`src/rtl/semaforo_pantalla_n.sv`:
```
`default_nettype none
// ============================================================================
//  Module   : semaforo_pantalla_n
//  Purpose  : Two-stage pipelined pixel renderer for N traffic lights on the
//             VGA path. Lamp states are latched once per frame into shadow
//             registers, and lamps can optionally blink.
//  Build    : define SEMAFORO_BLINK_EN to include the per-lamp blink logic
//             (blink counter, blink phase, lamp_blink shadow). Without it,
//             lamp_blink is ignored and a lamp is lit when its shadow_on bit
//             is set.
//  Ports    : clk          - system clock
//             reset        - synchronous, active-high
//             x, y         - pixel column / row (10 bit)
//             pix_valid    - x/y valid this cycle
//             frame_start  - one-cycle pulse per frame; latches lamp inputs
//                            and advances the blink counter
//             lamp_on      - per light i: [3i] green, [3i+1] amber, [3i+2] red
//             lamp_blink   - same layout; blink enable per lamp
//             R, G, B      - pixel colour, held while no pixel is in flight
//             rgb_valid    - pix_valid delayed by two cycles
//  Revision : 1.0 - initial release
// ============================================================================
module semaforo_pantalla_n #(
    parameter int N_SEM        = 2,
    parameter int X0           = 60,
    parameter int Y0           = 120,
    parameter int PITCH        = 380,
    parameter int BLINK_FRAMES = 30
) (
    input  logic               clk,
    input  logic               reset,
    input  logic [9:0]         x,
    input  logic [9:0]         y,
    input  logic               pix_valid,
    input  logic               frame_start,
    input  logic [3*N_SEM-1:0] lamp_on,
    input  logic [3*N_SEM-1:0] lamp_blink,
    output logic               R,
    output logic               G,
    output logic               B,
    output logic               rgb_valid
);

    // Bounds are evaluated in full integer precision and saturated at 1024:
    // a 10-bit coordinate can never reach such a bound, so it never matches
    // and nothing wraps around.
    function automatic logic [10:0] bound(input int v);
        return (v >= 1024) ? 11'd1024 : v[10:0];
    endfunction

    // ------------------------------------------------------------------
    // Shadow lamp state and blink
    // ------------------------------------------------------------------
    logic [3*N_SEM-1:0] shadow_on_q, shadow_on_d;
    logic [3*N_SEM-1:0] w_lit;

    assign shadow_on_d = frame_start ? lamp_on : shadow_on_q;

`ifdef SEMAFORO_BLINK_EN
    localparam int          CNT_W   = (BLINK_FRAMES > 1) ? $clog2(BLINK_FRAMES) : 1;
    localparam logic [CNT_W-1:0] CNT_MAX = CNT_W'(BLINK_FRAMES - 1);

    logic [3*N_SEM-1:0] shadow_blink_q, shadow_blink_d;
    logic [CNT_W-1:0]   blink_cnt_q, blink_cnt_d;
    logic               blink_phase_q, blink_phase_d;

    always_comb begin
        shadow_blink_d = shadow_blink_q;
        blink_cnt_d    = blink_cnt_q;
        blink_phase_d  = blink_phase_q;
        if (frame_start) begin
            shadow_blink_d = lamp_blink;
            if (blink_cnt_q == CNT_MAX) begin
                blink_cnt_d   = '0;
                blink_phase_d = ~blink_phase_q;
            end else begin
                blink_cnt_d   = blink_cnt_q + 1'b1;
            end
        end
    end

    always_ff @(posedge clk) begin
        if (reset) begin
            shadow_blink_q <= '0;
            blink_cnt_q    <= '0;
            blink_phase_q  <= 1'b0;
        end else begin
            shadow_blink_q <= shadow_blink_d;
            blink_cnt_q    <= blink_cnt_d;
            blink_phase_q  <= blink_phase_d;
        end
    end

    assign w_lit = shadow_on_q & (~shadow_blink_q | {3*N_SEM{blink_phase_q}});
`else
    localparam int unused_blink_frames = BLINK_FRAMES;
    logic unused_lamp_blink;
    assign unused_lamp_blink = ^lamp_blink;
    assign w_lit = shadow_on_q;
`endif

    // ------------------------------------------------------------------
    // Geometry: per-light hit detection
    // ------------------------------------------------------------------
    logic [10:0]           w_x, w_y;
    logic [N_SEM-1:0]      w_house;     // inside the housing
    logic [N_SEM-1:0]      w_inner;     // inside the housing, off the border
    logic [N_SEM-1:0][2:0] w_lit_hit;   // [j]: lamp j (0 red) hit and lit

    assign w_x = {1'b0, x};
    assign w_y = {1'b0, y};

    for (genvar i = 0; i < N_SEM; i++) begin : g_light
        localparam int          HX    = X0 + i * PITCH;
        localparam logic [10:0] HX_LO = bound(HX);
        localparam logic [10:0] HX_HI = bound(HX + 80);
        localparam logic [10:0] IX_LO = bound(HX + 2);
        localparam logic [10:0] IX_HI = bound(HX + 78);
        localparam logic [10:0] LX_LO = bound(HX + 10);
        localparam logic [10:0] LX_HI = bound(HX + 70);
        localparam logic [10:0] HY_LO = bound(Y0);
        localparam logic [10:0] HY_HI = bound(Y0 + 240);
        localparam logic [10:0] IY_LO = bound(Y0 + 2);
        localparam logic [10:0] IY_HI = bound(Y0 + 238);

        logic w_lamp_col;

        assign w_house[i] = (w_x >= HX_LO) && (w_x < HX_HI) &&
                            (w_y >= HY_LO) && (w_y < HY_HI);
        assign w_inner[i] = (w_x >= IX_LO) && (w_x < IX_HI) &&
                            (w_y >= IY_LO) && (w_y < IY_HI);
        assign w_lamp_col = (w_x >= LX_LO) && (w_x < LX_HI);

        for (genvar j = 0; j < 3; j++) begin : g_lamp
            localparam logic [10:0] LY_LO = bound(Y0 + 15 + 75 * j);
            localparam logic [10:0] LY_HI = bound(Y0 + 75 + 75 * j);
            // Lamp j counts from the top (red) while lamp bits count from
            // green, hence the reversed bit index.
            assign w_lit_hit[i][j] = w_lamp_col && (w_y >= LY_LO) &&
                                     (w_y < LY_HI) && w_lit[3*i + 2 - j];
        end
    end

    // ------------------------------------------------------------------
    // Stage 1: registered hit vectors
    // ------------------------------------------------------------------
    logic                  s1_valid_q,  s1_valid_d;
    logic [N_SEM-1:0][2:0] s1_lit_q,    s1_lit_d;
    logic [N_SEM-1:0]      s1_border_q, s1_border_d;
    logic [N_SEM-1:0]      s1_body_q,   s1_body_d;

    always_comb begin
        s1_valid_d  = pix_valid;
        s1_lit_d    = w_lit_hit;
        s1_border_d = w_house & ~w_inner;
        s1_body_d   = w_inner;
    end

    // ------------------------------------------------------------------
    // Stage 2: priority encode and colour
    // ------------------------------------------------------------------
    logic [2:0] rgb_q, rgb_d;
    logic       rgb_valid_q, rgb_valid_d;

    always_comb begin
        rgb_d       = rgb_q;
        rgb_valid_d = s1_valid_q;
        if (s1_valid_q) begin
            rgb_d = 3'b001;
            // Walk from the highest index down so the lowest index wins.
            for (int i = N_SEM - 1; i >= 0; i--) begin
                if (s1_border_q[i] || s1_body_q[i]) begin
                    if (s1_lit_q[i][0])      rgb_d = 3'b100;
                    else if (s1_lit_q[i][1]) rgb_d = 3'b110;
                    else if (s1_lit_q[i][2]) rgb_d = 3'b010;
                    else if (s1_border_q[i]) rgb_d = 3'b111;
                    else                     rgb_d = 3'b000;
                end
            end
        end
    end

    always_ff @(posedge clk) begin
        if (reset) begin
            shadow_on_q <= '0;
            s1_valid_q  <= 1'b0;
            s1_lit_q    <= '0;
            s1_border_q <= '0;
            s1_body_q   <= '0;
            rgb_q       <= 3'b000;
            rgb_valid_q <= 1'b0;
        end else begin
            shadow_on_q <= shadow_on_d;
            s1_valid_q  <= s1_valid_d;
            s1_lit_q    <= s1_lit_d;
            s1_border_q <= s1_border_d;
            s1_body_q   <= s1_body_d;
            rgb_q       <= rgb_d;
            rgb_valid_q <= rgb_valid_d;
        end
    end

    assign R         = rgb_q[2];
    assign G         = rgb_q[1];
    assign B         = rgb_q[0];
    assign rgb_valid = rgb_valid_q;

endmodule
`default_nettype wire
```
`config.mk`:
```
export PLATFORM = sky130hd
export DESIGN_NAME = semaforo_pantalla_n
export DESIGN_NICKNAME = d
export VERILOG_FILES = /design/src/rtl/semaforo_pantalla_n.sv
export SDC_FILE = /design/constraint.sdc
export NUM_CORES = 1
export LEC_CHECK = 0
export CAP_MARGIN = 10
export CELL_PAD_IN_SITES_DETAIL_PLACEMENT = 0
export CELL_PAD_IN_SITES_GLOBAL_PLACEMENT = 2
export CORE_MARGIN = 1.5
export CORE_UTILIZATION = 25
export CTS_CLUSTER_DIAMETER = 200
export DETAILED_ROUTE_END_ITERATION = 7
export PLACE_DENSITY = 0.89
export SLEW_MARGIN = 20
export SYNTH_ARGS = -nofsm -noshare
export SYNTH_HDL_FRONTEND = slang
export SYNTH_SLANG_ARGS = --single-unit
```
`constraint.sdc`:
```
create_clock -name clk -period 1.4 [get_ports clk]
set_input_delay 0.21 -clock clk [delete_from_list [all_inputs] [get_ports clk]]
set_output_delay 0.21 -clock clk [all_outputs]
set_load 0.1 [all_outputs]
```
==> results.sh, run 1 <==
export IMPL_outcome="complete, but fails checks"
export IMPL_failed_checks="design-rule violations"
export IMPL_critPathCaptureType="flop"
export IMPL_setup_tns_ps=0
export IMPL_synth_area_leaders="dfxtp_1 36%, mux2i_1 6.0%, nor2_1 5.8%"
export IMPL_synth_ff_type="dfxtp_1"
export IMPL_seq_area_frac_synth=0.358
export IMPL_antenna_left=0
export IMPL_yosysTopAreaCellShare=0.358
export IMPL_syn_nets=178
export IMPL_num_io_pins=40
export IMPL_design_area_mm2=0.00191
export IMPL_clk_latency_ps=260
export IMPL_path_clk_slew_ps=80
export IMPL_met3_length_um=124
export IMPL_wl_per_cell_um=14.2
export IMPL_die_height_um=71.5
export IMPL_p_per_area_mw_per_mm2=720
export IMPL_rows=24
export IMPL_wirelength_um=3580
export IMPL_fin_worst_skew_ps=2.90
export IMPL_start_util=0.264
export IMPL_grt_max_degree=13
export IMPL_synth_most_common_cell="dfxtp_1"
export IMPL_area_growth_syn_to_layout_pct=62.9
export IMPL_p_leak_nw=0.819
export IMPL_ir_worst_vdd_v=0.000329
export IMPL_hold_violations=0
export IMPL_htree_num_levels=1
export IMPL_grt_pass1_vias=1347
export IMPL_post_route_period_util=0.975
export IMPL_syn_inst=142
export IMPL_cts_buffer_depth=2
export IMPL_setup_viol=0
export IMPL_fin_crit_ps=1360
export IMPL_worstPathMaxFanout=4
export IMPL_ys_types=47
export IMPL_crit_required_ps=1560
export IMPL_viasPerCell=5.30
export IMPL_coreArea_mm2=0.00444
export IMPL_grt_overflow_total=0
export IMPL_relSlewSlack=0.756
export IMPL_worstSetupPathType="primary input to flop"
export IMPL_vias=1330
export IMPL_synth_top_cells_by_count="21 x dfxtp_1, 18 x nor2_1, 10 x a21oi_1, 10 x nor3_1"
export IMPL_drive_above_1_share=0.281
export IMPL_cp_data_arrival_time_ps=1520
export IMPL_grt_usage=0.138
export IMPL_dpl_hpwl_um=2800
export IMPL_worst_pin_slew_ps=364
export IMPL_n_antenna_cell=0
export IMPL_first_iter_violations=42
export IMPL_cts_root_buf="clkbuf_8"
export IMPL_yosys_warnings=0
export IMPL_drcViolationCount=1
export IMPL_fin_nets=236
export IMPL_yosysTopAreaCell="dfxtp_1"
export IMPL_synth_avg_cell_area_um2=8.26
export IMPL_grt_first_pass_wirelength_um=5710
export IMPL_antenna_found_initial=0
export IMPL_numPortBuffers=32
export IMPL_gp_congestion=0.772
export IMPL_top_layer="met4"
export IMPL_synth_edf_count=0
export IMPL_cts_sinks=21
export IMPL_synth_seq_cells=21
export IMPL_dieArea_mm2=0.00511
export IMPL_drv_cap=0
export IMPL_cts_buffers=3
export IMPL_max_freq_mhz=733
export IMPL_die_x_um=71.5
export IMPL_post_cts_buffers=0
export IMPL_wl_met1_um=1500
export IMPL_syn_area_mm2=0.00117
export IMPL_async_reset_ff_frac=0
export IMPL_crit_path_start_kind="primary input"
export IMPL_hold_path_class="flop to flop"
export IMPL_cts_tree="built"
export IMPL_place_area_mm2=0.00177
export IMPL_wl_met2_um=1930
export IMPL_finalMaxSlewViolations=0
export IMPL_firstDrtPassIters=8
-- placed cells by master, fill, tap and decap left out, types with 3 or more instances in the layout --
master,netlist,routed
buf_4,1,27
dfxtp_1,21,21
nor2_1,18,15
clkdlybuf4s50_1,0,13
dlygate4sd2_1,0,10
a21oi_1,10,7
nor3_1,10,7
and3_1,7,7
mux2i_1,7,7
nand2_1,5,5
nand3_1,5,5
dlymetal6s2s_1,0,5
buf_12,0,4
nor3_2,0,3
a21oi_2,0,3
inv_1,3,3
o21ai_0,3,3
clkbuf_8,0,3
-- worst paths after layout --
| check | start | to | slack, ps | depth (start not counted) |
|---|---|---|---|---|
| setup / recovery | y[0] | s1_lit_q[3]$_SDFF_PP0_ | 40 | 6 |
| hold / removal | shadow_on_q[0]$_SDFFE_PP0P_ | s1_lit_q[2]$_SDFF_PP0_ | 480 | 1 |
| setup reg to reg | s1_border_q[0]$_SDFF_PP0_ | rgb_q[0]$_SDFFE_PP0P_ | 110 | 3 |
| hold reg to reg | shadow_on_q[0]$_SDFFE_PP0P_ | s1_lit_q[2]$_SDFF_PP0_ | 480 | 1 |
-- logic make-up after synthesis --
group,share of synthesized area
AOI/OAI and AO/OA,0.210
buffers and inverters,0.0490
DFF,0.358
muxes,0.0597
and+or+nand+nor,0.323
-- registers in the layout, summed over array words and instances, names as in the netlist --
name,count
s1_lit_q,6
rgb_q,3
shadow_on_q,6
s1_border_q,2
rgb_valid_d,1
s1_body_q,2
rgb_valid,1
-- per-layer routing --
layer	global-route usage	vias to the layer above
li1	-	653
met1	0.150	635
met2	0.267	40
met3	0.0253	2
met4	0.0440	0
met5	0	-
-- area by class of cell --
cell class | instances | area, µm²
fillers | 440 | 2530
flip-flops and latches | 21 | 420
multi-input cells | 110 | 783
repair buffers | 61 | 586
clock inverters | 1 | 5.00
inverters | 3 | 11.3
clock buffers | 3 | 41.3
well taps | 52 | 65.1
-- critical path, stage by stage --
cell and delay [ps]:
clkdlybuf4s50_1 460, and4b_1 260, nor4b_4 220, nor4_1 80, buf_4 140, and3_1 160
-- where the power goes --
group,internal [mW],switching [mW]
registers,0.615,0.0149
logic,0.180,0.175
clock network,0.198,0.192
total,0.994,0.382
-- what timing repair did --
action | in CTS | in global routing
pin swaps | 2 | 0
hold endpoints to repair | 0 | 0
setup endpoints to repair | 10 | 10
gates resized for setup | 25 | 12
hold buffers | 0 | 0
-- metrics by stage --
| step | total power, mW | worst slack [ps] | std cells | hold slack, ps | utilization |
|---|---|---|---|---|---|
| after floorplan | 0.782 | 110 | 142 | 338 | - |
| after global placement | 0.976 | -380 | 247 | 476 | 0.398 |
| after detailed placement | 0.983 | -468 | 247 | 471 | 0.398 |
| after CTS | 1.37 | 1.42 | 251 | 483 | 0.421 |
| after global routing | 1.43 | -0.0947 | 251 | 500 | 0.430 |
| final | 1.38 | 35.6 | 251 | 482 | 0.430 |
(Power assumes the default switching activity.)
==> run 2: changes to the inputs <==
- CORE_MARGIN: 1.5 -> 3
==> results.sh, run 2 (synthesis results as in run 1) <==
export IMPL_outcome="complete, no violations"
export IMPL_crit_required_ps=1610
export IMPL_p_leak_nw=0.839
export IMPL_post_route_period_util=0.957
export IMPL_cts_buffer_depth=2
export IMPL_finalMaxSlewViolations=0
export IMPL_final_common_cell="buf_4"
export IMPL_critical_path_cell_chain="clkdlybuf4s50_1, a211oi_1, a31oi_1, nor4_1, buf_4, and3_1"
export IMPL_firstDrtPassIters=4
export IMPL_reg_largest_list="s1_lit_q (6), shadow_on_q (6), rgb_q (3)"
export IMPL_hold_start="x[2]"
export IMPL_grt_first_pass_wirelength_um=5600
export IMPL_gp_congestion=0.785
export IMPL_worstReg2RegStart="s1_border_q[0]$_SDFF_PP0_"
export IMPL_pre_cts_ws_ps=-443
export IMPL_drcViolationCount=0
export IMPL_rsz0062_at_grt="false"
export IMPL_grt_overflow_total=0
export IMPL_worstPathMaxFanout=4
export IMPL_cts_sinks=21
export IMPL_ir_worst_vdd_v=0.000330
export IMPL_hold_path_class="primary input to flop"
export IMPL_hold_end="s1_body_q[0]$_SDFF_PP0_"
export IMPL_dieArea_mm2=0.00555
export IMPL_coreArea_mm2=0.00444
export IMPL_grt_pass1_vias=1266
export IMPL_placedCellCount=246
export IMPL_fin_worst_skew_ps=1.55
export IMPL_setup_viol=0
export IMPL_start_util=0.264
export IMPL_wirelength_um=3330
export IMPL_antenna_left=0
export IMPL_fin_nets=235
export IMPL_num_io_pins=40
export IMPL_htree_num_levels=1
export IMPL_antenna_found_initial=0
export IMPL_p_per_area_mw_per_mm2=722
export IMPL_cp_slowest_stage_delay_ps=490
export IMPL_crit_path_start_kind="primary input"
export IMPL_fin_crit_ps=1340
export IMPL_cp_slowest_cell="clkdlybuf4s50_1"
export IMPL_r2r_end="rgb_q[0]$_SDFFE_PP0P_"
export IMPL_die_x_um=74.5
export IMPL_critPathCaptureType="flop"
export IMPL_cts_tree="built"
export IMPL_grt_max_degree=14
export IMPL_critPathTopFamily="buffers and inverters"
export IMPL_wl_per_cell_um=13.3
export IMPL_worstSetupPathType="primary input to flop"
export IMPL_area_growth_syn_to_layout_pct=62.5
export IMPL_final_cell_mix="28 x buf_4, 21 x dfxtp_1, 14 x nor2_1, 10 x clkdlybuf4s50_1, 10 x dlygate4sd2_1"
export IMPL_cp_num_buf_inv=2
export IMPL_path_clk_slew_ps=80
export IMPL_rr_worst_depth=3
export IMPL_vias=1302
export IMPL_drive_above_1_share=0.293
export IMPL_worst_r2r_setup_slack_ps=130
export IMPL_clk_latency_ps=260
export IMPL_hold_path_cell_count=4
export IMPL_hold_violations=0
export IMPL_p_total_mw=1.38
export IMPL_first_iter_violations=51
export IMPL_finalWorstSetupSlack_ps=59.5
export IMPL_cp_data_arrival_time_ps=1550
export IMPL_worst_pin_slew_ps=329
export IMPL_grt_usage=0.127
export IMPL_drv_cap=0
export IMPL_cts_buffers=3
export IMPL_relSlewSlack=0.780
export IMPL_numPortBuffers=32
export IMPL_cts_root_buf="clkbuf_8"
export IMPL_n_antenna_cell=0
export IMPL_rows=24
export IMPL_dpl_hpwl_um=2670
export IMPL_die_height_um=74.5
export IMPL_post_cts_buffers=0
export IMPL_max_freq_mhz=746
export IMPL_fin_cells=250
export IMPL_viasPerCell=5.21
-- run 2: changes by cell type in the layout (fill, tap and decap cells not counted), moves of 2 or more --
cell,change
nor2_2,+3
dlymetal6s2s_1,+3
clkdlybuf4s50_1,-3
nor2_4,-2
buf_6,-2
-- run 2: worst max-delay path by stage --
stage / from / endpoint / slack, ps / cells after the start
after global placement: y[1] / s1_lit_q[4]$_SDFF_PP0_ / -390 / 6
after floorplan: rgb_q[1]$_SDFFE_PP0P_ / rgb_q[1]$_SDFFE_PP0P_ / 110 / 2
after detailed placement: y[4] / s1_lit_q[3]$_SDFF_PP0_ / -440 / 6
after CTS: x[2] / s1_border_q[0]$_SDFF_PP0_ / 0.9 / 4
after global routing: y[7] / s1_lit_q[3]$_SDFF_PP0_ / 10 / 6
final: y[7] / s1_lit_q[0]$_SDFF_PP0_ / 60 / 6
-- run 2: layer usage --
layer | global-route usage | up-vias | part of all wire | wire (µm)
li1 | - | 655 | - | -
met1 | 0.157 | 602 | 0.43 | 1430
met2 | 0.214 | 37 | 0.51 | 1700
met3 | 0.0216 | 8 | 0.040 | 133
met4 | 0.0573 | 0 | 0.022 | 74
met5 | 0 | - | 0 | 0
-- run 2: metrics by stage --
stage	setup TNS (ps)	hold WS (ps)	cell area, µm²	util
after floorplan	0	338	1170	-
after global placement	-3410	478	1760	0.397
after detailed placement	-3730	471	1760	0.397
after CTS	0	486	1840	0.414
after global routing	0	503	1910	0.429
final	0	467	1910	0.429
-- run 2: worst min-delay path, delay by kind of cell --
family / cells / cell delay (ps)
buffers and inverters: 1 / 140
AND/OR/NAND/NOR: 1 / 40
AO/OA/AOI/OAI: 2 / 300
-- run 2: timing repair --
item	in CTS	in global routing
hold buffers	0	0
resized for setup	21	19
setup endpoints to repair	9	11
pin swaps	5	3
-- run 2: final cells by class --
class	instances	area, µm²
tap	52	65.1
fill	452	2540
sequential	21	420
inverter	3	11.3
timing repair buffer	60	578
multi-input combinational	110	783
clock inverter	1	7.51
clock buffer	3	41.3
-- run 2: where the power goes --
| group | internal (mW) | switching, mW | leakage [nW] |
|---|---|---|---|
| clock network | 0.201 | 0.201 | 0.0217 |
| logic | 0.176 | 0.169 | 0.646 |
| registers | 0.615 | 0.0140 | 0.171 |
